`config.mk`:
```
export PLATFORM = sky130hd
export DESIGN_NAME = nas_vid_rx_flat
export DESIGN_NICKNAME = d
export VERILOG_FILES = /design/src/rtl/nas_vid_rx_pkg.sv /design/src/rtl/nas_vid_rx_if.sv /design/src/rtl/nas_sync_classify.sv /design/src/rtl/nas_vid_rx.sv /design/src/flat_wrapper.sv
export SDC_FILE = /design/constraint.sdc
export NUM_CORES = 1
export LEC_CHECK = 0
export CORE_ASPECT_RATIO = 2
export CORE_UTILIZATION = 55
export CTS_CLUSTER_SIZE = 8
export DETAILED_ROUTE_END_ITERATION = 10
export GPL_TIMING_DRIVEN = 0
export PLACE_DENSITY_LB_ADDON = 0.12
export SYNTH_ARGS = -nofsm -noshare
export SYNTH_HDL_FRONTEND = slang
export SYNTH_SLANG_ARGS = --single-unit
```
`constraint.sdc`:
```
create_clock -name clk -period 2.9 [get_ports clk]
set_input_delay 0.58 -clock clk [delete_from_list [all_inputs] [get_ports clk]]
set_output_delay 0.58 -clock clk [all_outputs]
set_load 0.02 [all_outputs]
```
`src/rtl/nas_vid_rx_pkg.sv`:
```
// nas_vid_rx_pkg: shared state encodings and default NASCOM 2 timing
// for the video capture receiver.
package nas_vid_rx_pkg;

  typedef enum logic [2:0] {
    S_HUNT   = 3'd0,
    S_VWAIT  = 3'd1,
    S_PORCH  = 3'd2,
    S_ACTIVE = 3'd3,
    S_LINE   = 3'd4
  } state_t;

  localparam int DEF_HSYNC_MIN    = 16;
  localparam int DEF_VSYNC_MIN    = 256;
  localparam int DEF_H_PORCH      = 96;
  localparam int DEF_V_PORCH      = 16;
  localparam int DEF_ACTIVE_CHARS = 48;
  localparam int DEF_ACTIVE_LINES = 224;
  localparam int TMO_SAMPLES      = 1024;

endpackage

```
`src/rtl/nas_vid_rx_if.sv`:
```
// nas_vid_rx_if: composite video input pair and captured pixel
// byte bundle between a video source/checker and the receiver.
interface nas_vid_rx_if;

  logic       vid_sync;
  logic       vid_data;
  logic [7:0] pix_byte;
  logic       pix_valid;
  logic [5:0] pix_col;
  logic [8:0] pix_line;

  modport master (
    output vid_sync,
    output vid_data,
    input  pix_byte,
    input  pix_valid,
    input  pix_col,
    input  pix_line
  );

  modport slave (
    input  vid_sync,
    input  vid_data,
    output pix_byte,
    output pix_valid,
    output pix_col,
    output pix_line
  );

endinterface

```
`src/rtl/nas_sync_classify.sv`:
```
// nas_sync_classify: synchronises sync/data, derives the 8MHz dot
// enable and classifies sync-low pulses as hsync or vsync.
module nas_sync_classify
  import nas_vid_rx_pkg::*;
#(
  parameter int HSYNC_MIN = DEF_HSYNC_MIN,
  parameter int VSYNC_MIN = DEF_VSYNC_MIN
) (
  input  logic clk,
  input  logic rst_n,
  input  logic i_sync,
  input  logic i_data,
  output logic o_dot,
  output logic o_data,
  output logic o_fall,
  output logic o_hsync,
  output logic o_vsync
);

  localparam logic [11:0] LP_HMIN = 12'(HSYNC_MIN);
  localparam logic [11:0] LP_VMIN = 12'(VSYNC_MIN);

  logic [1:0]  r_sync_ff;
  logic [1:0]  r_data_ff;
  logic        r_div;
  logic        r_prev;
  logic [11:0] r_low_cnt;
  logic        w_sync;
  logic        w_rise;

  // sync idles high so reset release never looks like an edge
  always_ff @(posedge clk or negedge rst_n) begin
    if (!rst_n) begin
      r_sync_ff <= 2'b11;
      r_data_ff <= 2'b00;
      r_div     <= 1'b0;
    end else begin
      r_sync_ff <= {r_sync_ff[0], i_sync};
      r_data_ff <= {r_data_ff[0], i_data};
      r_div     <= ~r_div;
    end
  end

  assign w_sync = r_sync_ff[1];
  assign o_dot  = r_div;
  assign o_data = r_data_ff[1];

  always_ff @(posedge clk or negedge rst_n) begin
    if (!rst_n) begin
      r_prev    <= 1'b1;
      r_low_cnt <= '0;
    end else if (r_div) begin
      r_prev <= w_sync;
      if (w_sync)
        r_low_cnt <= '0;
      else if (r_low_cnt != 12'hFFF)
        r_low_cnt <= r_low_cnt + 12'd1;
    end
  end

  assign w_rise  = r_div & w_sync & ~r_prev;
  assign o_fall  = r_div & ~w_sync & r_prev;
  assign o_vsync = w_rise & (r_low_cnt >= LP_VMIN);
  assign o_hsync = w_rise & (r_low_cnt >= LP_HMIN)
                 & (r_low_cnt < LP_VMIN);

endmodule

```
`src/rtl/nas_vid_rx.sv`:
```
// nas_vid_rx: NASCOM 2 video capture receiver, rebuilds tagged
// 8-pixel character bytes from the composite sync/video pair.
module nas_vid_rx
  import nas_vid_rx_pkg::*;
#(
  parameter int HSYNC_MIN    = DEF_HSYNC_MIN,
  parameter int VSYNC_MIN    = DEF_VSYNC_MIN,
  parameter int H_PORCH      = DEF_H_PORCH,
  parameter int V_PORCH      = DEF_V_PORCH,
  parameter int ACTIVE_CHARS = DEF_ACTIVE_CHARS,
  parameter int ACTIVE_LINES = DEF_ACTIVE_LINES
) (
  input  logic        clk,
  input  logic        rst_n,
  input  logic        err_clr,
  nas_vid_rx_if.slave vif,
  output logic        frame_start,
  output logic        frame_done,
  output logic        sync_err
);

  localparam logic [7:0]  LP_VP   = 8'(V_PORCH);
  localparam logic [10:0] LP_HP   = 11'(H_PORCH - 1);
  localparam logic [5:0]  LP_LCOL = 6'(ACTIVE_CHARS - 1);
  localparam logic [8:0]  LP_LNS  = 9'(ACTIVE_LINES);
  localparam logic [10:0] LP_TMO  = 11'(TMO_SAMPLES - 1);

  logic w_dot, w_data, w_fall, w_hs, w_vs;

  nas_sync_classify #(
    .HSYNC_MIN(HSYNC_MIN),
    .VSYNC_MIN(VSYNC_MIN)
  ) u_cls (
    .clk    (clk),
    .rst_n  (rst_n),
    .i_sync (vif.vid_sync),
    .i_data (vif.vid_data),
    .o_dot  (w_dot),
    .o_data (w_data),
    .o_fall (w_fall),
    .o_hsync(w_hs),
    .o_vsync(w_vs)
  );

  state_t      r_state, w_state;
  logic [7:0]  r_skip, w_skip;
  logic [10:0] r_cnt, w_cnt;
  logic [2:0]  r_bit, w_bit;
  logic [5:0]  r_col, w_col;
  logic [8:0]  r_line, w_line;
  logic [7:0]  r_shift, w_shift;
  logic        w_emit, w_fs, w_fd, w_err;
  logic [7:0]  r_byte;
  logic        r_valid;
  logic [5:0]  r_pcol;
  logic [8:0]  r_pline;
  logic        r_fs, r_fd, r_err;

  always_ff @(posedge clk or negedge rst_n) begin
    if (!rst_n) r_state <= S_HUNT;
    else        r_state <= w_state;
  end

  always_comb begin
    w_state = r_state;
    w_skip  = r_skip;
    w_cnt   = r_cnt;
    w_bit   = r_bit;
    w_col   = r_col;
    w_line  = r_line;
    w_shift = r_shift;
    w_emit  = 1'b0;
    w_fs    = 1'b0;
    w_fd    = 1'b0;
    w_err   = 1'b0;
    unique case (r_state)
      S_HUNT: ;
      S_VWAIT: if (w_dot) begin
        if (w_hs) begin
          w_skip = r_skip + 8'd1;
          w_cnt  = '0;
          if (w_skip == LP_VP) begin
            w_state = S_PORCH;
            w_cnt   = 11'd1;
          end
        end else if (r_cnt == LP_TMO) begin
          w_state = S_HUNT;
          w_err   = 1'b1;
        end else begin
          w_cnt = r_cnt + 11'd1;
        end
      end
      S_PORCH: if (w_dot) begin
        if (w_hs) begin
          w_cnt = 11'd1;
        end else if (r_cnt == LP_HP) begin
          w_state = S_ACTIVE;
          w_bit   = '0;
          w_col   = '0;
        end else begin
          w_cnt = r_cnt + 11'd1;
        end
      end
      // a sync edge mid-line drops the partial byte, line not counted
      S_ACTIVE: if (w_dot) begin
        if (w_fall) begin
          w_state = S_LINE;
          w_cnt   = '0;
          w_err   = 1'b1;
        end else begin
          w_shift = {r_shift[6:0], w_data};
          w_bit   = r_bit + 3'd1;
          if (r_bit == 3'd7) begin
            w_emit = 1'b1;
            w_col  = r_col + 6'd1;
            if (r_col == LP_LCOL) begin
              w_state = S_LINE;
              w_line  = r_line + 9'd1;
              w_cnt   = '0;
            end
          end
        end
      end
      S_LINE: if (r_line == LP_LNS) begin
        w_state = S_HUNT;
        w_fd    = 1'b1;
      end else if (w_dot) begin
        if (w_hs) begin
          w_state = S_PORCH;
          w_cnt   = 11'd1;
        end else if (r_cnt == LP_TMO) begin
          w_state = S_HUNT;
          w_err   = 1'b1;
        end else begin
          w_cnt = r_cnt + 11'd1;
        end
      end
      default: w_state = S_HUNT;
    endcase
    if (w_vs && r_state != S_ACTIVE) begin
      w_state = S_VWAIT;
      w_fs    = 1'b1;
      w_fd    = 1'b0;
      w_err   = (r_state != S_HUNT);
      w_line  = '0;
      w_skip  = '0;
      w_cnt   = '0;
    end
  end

  always_ff @(posedge clk or negedge rst_n) begin
    if (!rst_n) begin
      r_skip  <= '0;
      r_cnt   <= '0;
      r_bit   <= '0;
      r_col   <= '0;
      r_line  <= '0;
      r_shift <= '0;
      r_byte  <= '0;
      r_valid <= 1'b0;
      r_pcol  <= '0;
      r_pline <= '0;
      r_fs    <= 1'b0;
      r_fd    <= 1'b0;
      r_err   <= 1'b0;
    end else begin
      r_skip  <= w_skip;
      r_cnt   <= w_cnt;
      r_bit   <= w_bit;
      r_col   <= w_col;
      r_line  <= w_line;
      r_shift <= w_shift;
      r_valid <= w_emit;
      r_fs    <= w_fs;
      r_fd    <= w_fd;
      if (w_emit) begin
        r_byte  <= w_shift;
        r_pcol  <= r_col;
        r_pline <= r_line;
      end
      if (w_err)        r_err <= 1'b1;
      else if (err_clr) r_err <= 1'b0;
    end
  end

  assign vif.pix_byte  = r_byte;
  assign vif.pix_valid = r_valid;
  assign vif.pix_col   = r_pcol;
  assign vif.pix_line  = r_pline;
  assign frame_start   = r_fs;
  assign frame_done    = r_fd;
  assign sync_err      = r_err;

endmodule

```
`src/flat_wrapper.sv`:
```
// flat-port wrapper written by rule: the top's interface ports become plain ports
module nas_vid_rx_flat import nas_vid_rx_pkg::*;
#(
  parameter int HSYNC_MIN    = DEF_HSYNC_MIN,
  parameter int VSYNC_MIN    = DEF_VSYNC_MIN,
  parameter int H_PORCH      = DEF_H_PORCH,
  parameter int V_PORCH      = DEF_V_PORCH,
  parameter int ACTIVE_CHARS = DEF_ACTIVE_CHARS,
  parameter int ACTIVE_LINES = DEF_ACTIVE_LINES
)
  (clk, rst_n, err_clr, frame_start, frame_done, sync_err, vif_vid_sync, vif_vid_data, vif_pix_byte, vif_pix_valid, vif_pix_col, vif_pix_line);
  nas_vid_rx_if vif_i ();
  input  logic clk;
  input  logic rst_n;
  input  logic err_clr;
  output logic frame_start;
  output logic frame_done;
  output logic sync_err;
  input wire logic [$bits(vif_i.vid_sync)-1:0] vif_vid_sync;
  input wire logic [$bits(vif_i.vid_data)-1:0] vif_vid_data;
  output wire logic [$bits(vif_i.pix_byte)-1:0] vif_pix_byte;
  output wire logic [$bits(vif_i.pix_valid)-1:0] vif_pix_valid;
  output wire logic [$bits(vif_i.pix_col)-1:0] vif_pix_col;
  output wire logic [$bits(vif_i.pix_line)-1:0] vif_pix_line;
  assign vif_i.vid_sync = vif_vid_sync;
  assign vif_i.vid_data = vif_vid_data;
  assign vif_pix_byte = vif_i.pix_byte;
  assign vif_pix_valid = vif_i.pix_valid;
  assign vif_pix_col = vif_i.pix_col;
  assign vif_pix_line = vif_i.pix_line;
  nas_vid_rx #(.HSYNC_MIN(HSYNC_MIN), .VSYNC_MIN(VSYNC_MIN), .H_PORCH(H_PORCH), .V_PORCH(V_PORCH), .ACTIVE_CHARS(ACTIVE_CHARS), .ACTIVE_LINES(ACTIVE_LINES)) u_core (.clk(clk), .rst_n(rst_n), .err_clr(err_clr), .vif(vif_i), .frame_start(frame_start), .frame_done(frame_done), .sync_err(sync_err));
endmodule
```
==> out/results.tsv, run 1 <==
metric	value	unit
Sink Count	92	
period utilization	89.24	%
leading area contributor after synthesis	dfrtp_1	
clock share of power	44.2	%
Int Pwr	1.887	mW
clk_lat worst skew	0.34	ns
layout cells sized above 1	8.514	%
Min Hold Slack	0.1873	ns
Hold Path Class	in2async	
launching point of the worst reg2reg path	u_core.r_skip[0]	
CTS buffer count	9	
total number of vias	3761	
Mean Syn Cell Area	9.233	um^2
syn_nets	519	
Comb pwr share	2.1	%
register area share after synthesis	49.56	%
worst endpoint required time	3.13	ns
Ant. Diodes	0	
switching portion of total power	21.94	%
io pins	32	
global-route wire length before repair	16970	um
final worst slack	0.3121	ns
WL per Instance	15.45	um
synthesized area	0.004653	mm^2
non-filler cells, final	650	
dpl cells	634	
largest net degree at the start of global routing	60	
fill cell total of the finished layout	640	
total chip power	2.418	mW
Syn Inst Count	504	
Fin Clk Skew	0.005673	ns
number of global-route vias before repair	3697	
asr flop ratio synth	100.0	%
P_sw	0.5304	mW
nets	562	
die area	0.008855	mm^2
critical path class	reg2reg	
first-pass iteration count of the detailed router	6	
final WL	10040	um
crit end category	register	
DP Area	0.005111	mm^2
share of the synthesized area in the top cell type	47.86	%
clock-pin transition on the worst setup and hold timing paths	0.06	ns
die height	132.1	um
Worst VDD drop	0.0003356	V
Final Setup Violations	0	
R2R Setup Slk	0.31	ns
Max Cap Viol	0	
Std-Cell Rows	47	
Final ANT Viol Nets	0	
vias per cell	5.786	
top cells by area, synth	dfrtp_1 48%, nand2_1 9.4%, nor2_1 3.3%	
Finished Cell Area	0.005388	mm^2
Rel. slew slack	33.50	%
antenna violations before repair	0	
grt ovf	0	
synth-to-layout area growth	15.78	%
Std-Cell Core Area	0.008233	mm^2
Cell Pwr Density	448.7	mW/mm^2
Root Buffer	clkbuf_16	
First DRT Iteration DRCs	165	
CTS Hold Bufs	0	
TritonCTS clock tree	yes	
Hold Fails Final Rpt	0	
DP HPWL	7162	um
RSZ-0062 raised after global routing	false	
library cells used by synthesis	66	
Worst EP arrival	2.82	ns
status	finished clean	
Finished Core Util	65.44	%
GRT Util Overall	25.07	%
setup TNS	0	ns
Synth Warn #	0	
Synth Register Bits	92	
Max FO, Critical Path	7	
Port Buffers	31	
post-CTS setup buffers	0	
Worst-Margin Slew	0.9898	ns
highest clock rate	0.3864	GHz
min Tclk post-route	2.588	ns
fin. max-slew vios	0	
Leak	2.448	nW
H-tree depth	3	
Setup WS pre-CTS	0.3187	ns
crit start category	register	
Die Wd	67.04	um
Initial Utilization	56.52	%
# DRC	0	
Worst Setup SP	u_core.r_skip[0]	
CTS max path bufs	2	
RePlAce Congestion	0.8864	
sequential fraction of design power	53.7	%
ys flop type	dfrtp_1	
number of synthesized flops with an enable pin	0	
cell usage in the layout, fill, tap and decap left out, types with 6 or more instances in the layout:
cell type	netlist	routed
a21oi_1	19	19
clkbuf_16	0	9
a22o_1	8	8
ha_1	10	10
nor3_1	15	15
o21ai_0	28	28
nand2_1	116	116
nand3_1	21	21
nand2b_1	9	9
o31ai_1	6	6
nand4_1	7	7
inv_1	14	14
clkdlybuf4s50_1	0	30
xor2_1	10	10
xnor2_1	11	11
and2_1	6	6
clkbuf_1	7	8
o21ai_1	6	6
nor2_1	41	41
dfrtp_1	89	89
nor4_1	7	6
or3_1	6	6
area by class of cell:
class | instances | area, um^2 | share of cell area [%]
buffer | 16 | 96.34 | 1.788
clock buffer | 10 | 229.0 | 4.250
clock inverter | 6 | 41.29 | 0.7664
inverter | 16 | 60.06 | 1.115
multi-input combinational | 380 | 2197 | 40.78
sequential | 92 | 2306 | 42.80
tap | 98 | 122.6 | 2.276
timing repair buffer | 32 | 335.3 | 6.224
routing by layer:
layer	wire length, um	track usage, %	vias to the layer above
li1	-	-	1844
met1	4182	29.70	1830
met2	5319	42.39	67
met3	283	4.585	20
met4	256	11.58	0
met5	0	0	-
sequential cells by signal (all words and copies together), names as in the netlist, 2 cells and up:
register                count
u_core.r_bit                3
u_core.r_cnt               11
u_core.r_col                6
u_core.r_line               9
u_core.r_shift              7
u_core.r_skip               8
u_core.r_state              3
u_core.u_cls.r_data_ff      2
u_core.u_cls.r_low_cnt     12
u_core.u_cls.r_sync_ff      2
u_core.vif.pix_byte         8
u_core.vif.pix_col          6
u_core.vif.pix_line         9
power groups by stage:
stage	Combinational, mW	Sequential [mW]	Clock [mW]
2_1_floorplan	0.0152	1.32	0
3_3_place_gp	0.0479	1.32	0
3_5_place_dp	0.0538	1.32	0
4_1_cts	0.0537	1.30	1.09
5_1_grt	0.0606	1.30	1.14
6_report	0.0512	1.30	1.07
Yosys cell counts (3+ instances only):
master	n
nand2_1	116
dfrtp_1	89
nor2_1	41
o21ai_0	28
nand3_1	21
a21oi_1	19
nor3_1	15
inv_1	14
xnor2_1	11
ha_1	10
xor2_1	10
nand2b_1	9
a22o_1	8
clkbuf_1	7
nand4_1	7
nor4_1	7
and2_1	6
o21ai_1	6
o31ai_1	6
or3_1	6
a31oi_1	4
or4_1	4
and3_1	3
and3b_1	3
buf_4	3
buf_6	3
dfstp_2	3
nor2b_1	3
cells by family after synthesis:
logic type | count (synthesis) | share of synthesized area, %
mux | 2 | 0.5377
flops | 92 | 49.56
fa+ha+maj | 10 | 2.689
compound gates | 91 | 13.28
xor+xnor | 21 | 3.953
buf+inv | 32 | 3.361
simple gates | 256 | 26.62
path summary, 6_finish.rpt:
check,endpoint,cells past startpoint
setup reg to reg,u_core.r_state[1],7
max in group asynchronous,u_core.u_cls.r_prev,2
setup / recovery,u_core.r_state[1],7
hold reg to reg,u_core.u_cls.r_data_ff[1],0
hold / removal,u_core.r_cnt[4],1
min in group clk,u_core.u_cls.r_data_ff[1],0
critical path: stages (launching register included):
cell and delay (ns):
dfrtp_1 0.45, ha_1 0.31, nor3b_1 0.23, a31oi_1 0.06
a2111oi_1 0.67, nor2_1 0.13, a211o_1 0.31, mux2_4 0.31
timing repair:
item | in CTS | in global routing
resized for setup | 0 | 1
endpoints found under the setup margin | 0 | 5
hold endpoints to repair | 0 | 0
Note: power is estimated with default switching activity, not from simulation.
==> run 2: changes to the inputs <==
TNS_END_PERCENT = 5   (was default)
==> results of run 2 <==
Same layout as run 1: the final DEF is identical, and so are final timing and power.
